### config.mk
export PLATFORM = sky130hd
export DESIGN_NAME = icdir_ctl
export DESIGN_NICKNAME = d
export VERILOG_FILES = /design/src/rtl/icdir_ctl.sv
export SDC_FILE = /design/constraint.sdc
export NUM_CORES = 1
export LEC_CHECK = 0
export ABC_CLOCK_PERIOD_IN_PS = 2250
export CAP_MARGIN = 0
export CORE_UTILIZATION = 29
export DETAILED_ROUTE_END_ITERATION = 10
export GPL_TIMING_DRIVEN = 0
export HOLD_SLACK_MARGIN = 0.15
export PLACE_DENSITY = 0.82
export SETUP_SLACK_MARGIN = 0.05
export SLEW_MARGIN = 20
export SYNTH_ARGS = -nofsm -noshare
export SYNTH_HDL_FRONTEND = slang
export SYNTH_SLANG_ARGS = --single-unit
### constraint.sdc
create_clock -name clk -period 2.25 [get_ports clk]
set_input_delay 0.45 -clock clk [delete_from_list [all_inputs] [get_ports clk]]
set_output_delay 0.45 -clock clk [all_outputs]
set_load 0.02 [all_outputs]
### src/rtl/icdir_ctl.sv
// I-cache directory client: tag lookup with 1-cycle hit/miss response, reload/invalidate
// writes, and a line-by-line invalidate-all walk at reset and on request.
module icdir_ctl #(
  parameter int unsigned LINES = 128,
  parameter int unsigned TAG_W = 21
) (
  input  logic             clk,
  input  logic             rst,
  input  logic             req_val,
  input  logic [33:0]      req_adr,
  output logic             req_rdy,
  output logic             rsp_val,
  output logic             rsp_hit,
  output logic [6:0]       rsp_idx,
  input  logic             wr_val,
  input  logic             wr_inv,
  input  logic [33:0]      wr_adr,
  output logic             wr_rdy,
  input  logic             flush,
  output logic             flush_busy,
  output logic             flush_done,
  output logic [6:0]       dir_rd_adr,
  input  logic [TAG_W:0]   dir_rd_dat,
  output logic [3:0]       dir_wr_en,
  output logic [6:0]       dir_wr_adr,
  output logic [TAG_W:0]   dir_wr_dat
);

  localparam int unsigned ADR_W   = 34;
  localparam int unsigned IDX_W   = $clog2(LINES);
  localparam int unsigned IDX_LSB = 6;

  typedef struct packed {
    logic             valid;
    logic [TAG_W-1:0] tag;
  } dir_entry_t;

  typedef enum logic {
    S_IDLE  = 1'b0,
    S_FLUSH = 1'b1
  } state_t;

  state_t             state_q, state_d;
  logic [IDX_W-1:0]   cnt_q, cnt_d;
  logic               rsp_val_q, rsp_val_d;
  logic               rsp_hit_q, rsp_hit_d;
  logic [IDX_W-1:0]   rsp_idx_q, rsp_idx_d;
  logic               done_q, done_d;

  logic [IDX_W-1:0]   rd_idx;
  logic [IDX_W-1:0]   wr_idx;
  logic [TAG_W-1:0]   rd_tag;
  logic [TAG_W-1:0]   wr_tag;
  dir_entry_t         rd_ent;
  dir_entry_t         wr_ent;
  logic               lookup_hit;
  logic               unused_adr_bits;

  assign rd_idx     = req_adr[IDX_LSB +: IDX_W];
  assign wr_idx     = wr_adr[IDX_LSB +: IDX_W];
  assign rd_tag     = req_adr[ADR_W-1 -: TAG_W];
  assign wr_tag     = wr_adr[ADR_W-1 -: TAG_W];
  assign rd_ent     = dir_rd_dat;
  assign lookup_hit = rd_ent.valid && (rd_ent.tag == rd_tag);
  assign wr_ent     = wr_inv ? '0 : dir_entry_t'{valid: 1'b1, tag: wr_tag};

  // Offset bits and (for small LINES) upper index bits are intentionally ignored.
  assign unused_adr_bits = ^{req_adr, wr_adr};

  // Read port always follows the lookup index; only sampled on an accepted lookup.
  assign dir_rd_adr = 7'(rd_idx);

  assign flush_busy = (state_q == S_FLUSH);
  assign flush_done = done_q;
  assign rsp_val    = rsp_val_q;
  assign rsp_hit    = rsp_hit_q;
  assign rsp_idx    = 7'(rsp_idx_q);

  // State and response registers.
  always_ff @(posedge clk or posedge rst) begin
    if (rst) begin
      state_q   <= S_FLUSH;
      cnt_q     <= '0;
      rsp_val_q <= 1'b0;
      rsp_hit_q <= 1'b0;
      rsp_idx_q <= '0;
      done_q    <= 1'b0;
    end else begin
      state_q   <= state_d;
      cnt_q     <= cnt_d;
      rsp_val_q <= rsp_val_d;
      rsp_hit_q <= rsp_hit_d;
      rsp_idx_q <= rsp_idx_d;
      done_q    <= done_d;
    end
  end

  // Next-state, handshakes and directory write port. Outputs are held quiet while rst is high.
  always_comb begin
    state_d    = state_q;
    cnt_d      = cnt_q;
    rsp_val_d  = 1'b0;
    rsp_hit_d  = rsp_hit_q;
    rsp_idx_d  = rsp_idx_q;
    done_d     = 1'b0;
    req_rdy    = 1'b0;
    wr_rdy     = 1'b0;
    dir_wr_en  = 4'b0000;
    dir_wr_adr = 7'd0;
    dir_wr_dat = '0;

    if (!rst) begin
      case (state_q)
        S_FLUSH: begin
          dir_wr_en  = 4'b1111;
          dir_wr_adr = 7'(cnt_q);
          cnt_d      = cnt_q + IDX_W'(1);
          if (cnt_q == IDX_W'(LINES - 1)) begin
            state_d = S_IDLE;
            done_d  = 1'b1;
          end
        end
        S_IDLE: begin
          if (flush) begin
            state_d = S_FLUSH;
            cnt_d   = '0;
          end else begin
            wr_rdy  = 1'b1;
            req_rdy = ~wr_val;
            // A write owns the cycle, so a lookup never races a write to the same line.
            if (wr_val) begin
              dir_wr_en  = 4'b1111;
              dir_wr_adr = 7'(wr_idx);
              dir_wr_dat = wr_ent;
            end else if (req_val) begin
              rsp_val_d = 1'b1;
              rsp_hit_d = lookup_hit;
              rsp_idx_d = rd_idx;
            end
          end
        end
        default: begin
          state_d = S_FLUSH;
          cnt_d   = '0;
        end
      endcase
    end
  end

endmodule

# Word level (Yosys, flattened, before mapping)
# Cells that the tools add are included.
# Widths: inputs -> output; s select.
# classes
div	0
reduce_logical	3
order_cmp	0
n_shift	0
n_eq_ne	3
n_mul	0
bitwise	4
muxes	32
add_sub_neg	1
# ops
operator	count
$mux 22	5
$mux 7	4
$pmux 7 s2	2
$eq 21x21->1	1
$mux 1	16
$mux 4	3
$pmux 4 s2	1
$add 7x1->7 const B	1
$eq 7x7->1 const B	1
$reduce_and 5->1	1
$not 1->1	4
$ne 2x2->1 const B	1
$pmux 1 s2	1
$reduce_and 2->1	1
$logic_and 1x1->1	1
# word_totals
regBits	18
romBits	0
ram_bits	0
latchBits	0
out_inout_bits	53
n_memories	0

# Longest topological paths before layout
# depth
ltp_word	5
mapped_depth	5

# Worst setup path before layout
# No wires, ideal clock.
# synth_path
path_type	input -> output
start	in rst
end	out dir_wr_en[1]
n_path_buf	2
stages	5
slack_ns	0.077
arrival_ns	1.723
t_required_ns	1.800
cell_sequence	buf_6 inv_1 o21ai_0 inv_1 buf_4
# synth_via
elab_chain_len	1
# synth_rtl
element	line	text
from (decl)	8	input logic rst,
$mux 4	112	if (!rst) begin
to (decl)	24	output logic [3:0] dir_wr_en,
# No other way between the ends.

# Final worst setup path
# layout_path
start	reg state_q, in the netlist flush_busy
end	out dir_wr_dat[5]
# layout_via
elab_chain_len	2
# layout_rtl
element	line	text
from (decl)	43	state_t state_q, state_d;
from (signal assigned)	89	state_q <= state_d;
$mux 22	113	case (state_q)
$mux 22	112	
to (decl)	26	output logic [TAG_W:0] dir_wr_dat
# No other way between the ends.

==> results.json <==
{
  "status": "finished, violations left",
  "violations": "DRC",
  "fin_ws_ps": 120,
  "drt_iter0_drc": 34,
  "worst-endpoint-arrival_ps": 1680,
  "num_antenna_cells": 0,
  "cpPeakStageDelay_ps": 540,
  "fin_setup_tns_ps": 0,
  "syn-instance-count": 148,
  "synth_compound_area_share_pct": 5.29,
  "ys_seq_area_share_pct": 32.4,
  "final_common_cell": "clkdlybuf4s50_1",
  "synthMuxAreaShare_pct": 10.5,
  "cts_tree": "built",
  "synth_xor_area_share_pct": 15.1,
  "ant_nets": 0,
  "clk_path_buf_depth": 2,
  "critPathMaxFanout": 10,
  "core_area_um2": 4470,
  "grt_max_degree": 12,
  "dr_total_vias": 1570,
  "portBuffers": 135,
  "cts_max_level": 1,
  "placement_rows": 24,
  "cts-buffers-inserted": 3,
  "gp_congestion": 0.842,
  "viasPerCell": 4.56,
  "hp-class": "primary input to asynchronous set/reset pin",
  "synth_top_family_by_area": "simple AND/OR/NAND/NOR gates",
  "antenna_found_initial": 0,
  "critPathBufInv": 3,
  "drive_above_1_share_pct": 21.9,
  "ir_drop_uv": 241,
  "drtPass1Iterations": 7,
  "timing.final.crit_share_pct": 94.7,
  "dpl_worst_slack_ps": -721,
  "die_y_um": 71.4,
  "p_switching_w": 0.000355,
  "synthAdderAreaFrac_pct": 0.897,
  "dp_hpwl_um": 3650,
  "worst_path_max_delay_cell": "dfstp_2",
  "place_area_um2": 2810,
  "critPathKind": "flip-flop to output port",
  "pwr-share-seq_pct": 37.3,
  "syn_nets": 245,
  "worstMarginPinSlew_ps": 570,
  "slew_headroom_pct": 61.9,
  "setup.worst_path.end_class": "output port",
  "first_global_vias": 1533,
  "fmax_mhz": 469,
  "stdcell_area_um2": 2810,
  "die_w_um": 71.4,
  "syn_to_final_growth_pct": 102,
  "worstPathRequired_ps": 1800,
  "hold_viol": 0,
  "clockRootBuffer": "clkbuf_8",
  "clock-sinks": 18,
  "holdWs_ps": 155,
  "setup_viol": 0,
  "report.final.slew_viol_count": 0,
  "power_frac_comb_pct": 40.7,
  "power.leakage_nw": 1.32,
  "routed_wirelength_um": 4280,
  "synth_seq_cells": 18,
  "synth_top_area_share_pct": 30.5,
  "yosysWarnings": 0,
  "die_area_um2": 5090,
  "synth_area_per_cell_um2": 9.43,
  "cp-start-kind": "flip-flop",
  "path_clk_slew_ps": 70,
  "skew_ps": 2.66,
  "min_period_ps": 2130,
  "syn-cell-area_um2": 1400,
  "path_cells": "buf_6 > nor3_2 > and3b_2 > clkbuf_4 > and2_1 > buf_4",
  "grt_usage_pct": 16.7,
  "synth-simple-area-share_pct": 26.8,
  "grt_overflow": 0,
  "num-nets-final": 390,
  "detail_route.wl_per_cell_um": 12.4,
  "start_util_pct": 31.2,
  "rsz0062_at_grt": "yes",
  "io_pins": 149,
  "synth_top_cell_by_area": "dfrtp_1",
  "rr_startpoint": "flush_busy$_DFFE_PP1N_",
  "cap_viol_max_count": 0,
  "ys_top_cells_by_area": "dfrtp_1 30%, xor2_1 13%, and2_1 9.4%, mux2_4 7.5%, buf_4 5.4%",
  "total_power_w": 0.00117,
  "p_clk_share_pct": 21.9,
  "path_delay_family": "flip-flops",
  "crit_start": "flush_busy$_DFFE_PP1N_",
  "hold_buffers": 0,
  "drc_errors": 13,
  "powerDensity_nw_per_um2": 417,
  "clk-insertion-delay-late_ps": 250,
  "ys_types": 34,
  "mostFrequentLayoutCells": "99 x clkdlybuf4s50_1, 21 x and2_1, 20 x xor2_1, 20 x buf_2, 17 x dfrtp_1",
  "sw_frac_of_total_pct": 30.2,
  "internal-power_w": 0.000819,
  "grt_pass1_wl_um": 6760
}
## cells in the mapped netlist, drive strengths merged
cell type,number
and2,21
xor2,20
ha,1
dfstp,1
nand3b,4
or3,2
o21bai,1
mux2i,3
a22o,1
nor4,6
nor2b,2
a21oi,7
nand4,1
o31ai,1
inv,4
nor3b,1
nor3,4
nand2,8
mux2,8
xnor2,4
clkbuf,2
buf,13
dfrtp,17
and3b,1
nor2,8
o21ai,3
nand3,4
## metal layers
metal  GRT usage [%]  part of all wire [%]  up-vias
met5               0                     0        -
met4            4.67                   1.2        0
met3            4.50                    11        4
met2            33.7                    53       94
met1            16.5                    34      695
li1                -                     -      777
## kinds of logic after synthesis
| kind of cell | after synthesis |
|---|---|
| xor+xnor | 24 |
| buf+inv | 19 |
| fa+ha+maj | 1 |
| compound gates | 13 |
| flops | 18 |
| simple gates | 62 |
| mux | 11 |
## metrics by stage
stage	std cells	util [%]
floorplan	148	-
global placement	335	62.8
detailed placement	335	62.8
CTS	341	62.5
global route	344	62.8
finish	344	62.8
## power groups by stage
stage	logic [W]	clock network [W]	registers (W)
6_report	0.000478	0.000258	0.000438
5_1_grt	0.000520	0.000279	0.000448
4_1_cts	0.000483	0.000266	0.000437
3_5_place_dp	0.000499	0	0.000443
3_3_place_gp	0.000490	0	0.000440
2_1_floorplan	0.000221	0	0.000440
## worst paths after layout
kind	to	slack (ps)	depth (start not counted)
worst max-delay path	dir_wr_dat[5]	120	6
worst min-delay path	rsp_idx[4]$_DFFE_PP0P_	150	2
worst max register to register	rsp_idx[2]$_DFFE_PP0P_	660	5
worst min register to register	rsp_hit$_DFFE_PP0P_	510	2
max in group asynchronous	flush_busy$_DFFE_PP1N_	1730	2
min in group clk	rsp_hit$_DFFE_PP0P_	510	2
## area by class of cell
class | count | area (um2)
Timing Repair inverter | 1 | 5.00
Sequential cell | 18 | 452
Inverter | 4 | 18.8
Buffer | 15 | 120
Tap cell | 52 | 65.1
Fill cell | 411 | 1660
Multi-Input combinational cell | 111 | 830
Clock buffer | 4 | 55.1
Timing Repair Buffer | 139 | 1270
## worst reg2reg max path: stages (launching register included)
cell,delay (ps)
dfstp_2,370
buf_6,120
buf_4,140
nor4_4,340
nand2_4,180
mux2_4,330
## registers in the layout, summed over array words and instances, names as in the netlist
register and count:
flush_done 1, rsp_hit 1, cnt_q 7, flush_busy 1, rsp_idx 7, rsp_val 1
## repair_timing
action | CTS | global route
endpoints found under the setup margin | 35 | 24
pin swaps | 0 | 1
gates cloned | 1 | 0
resized for setup | 111 | 6
buffers inserted | 1 | 3
No activity file was read; power rests on OpenSTA's default activity.
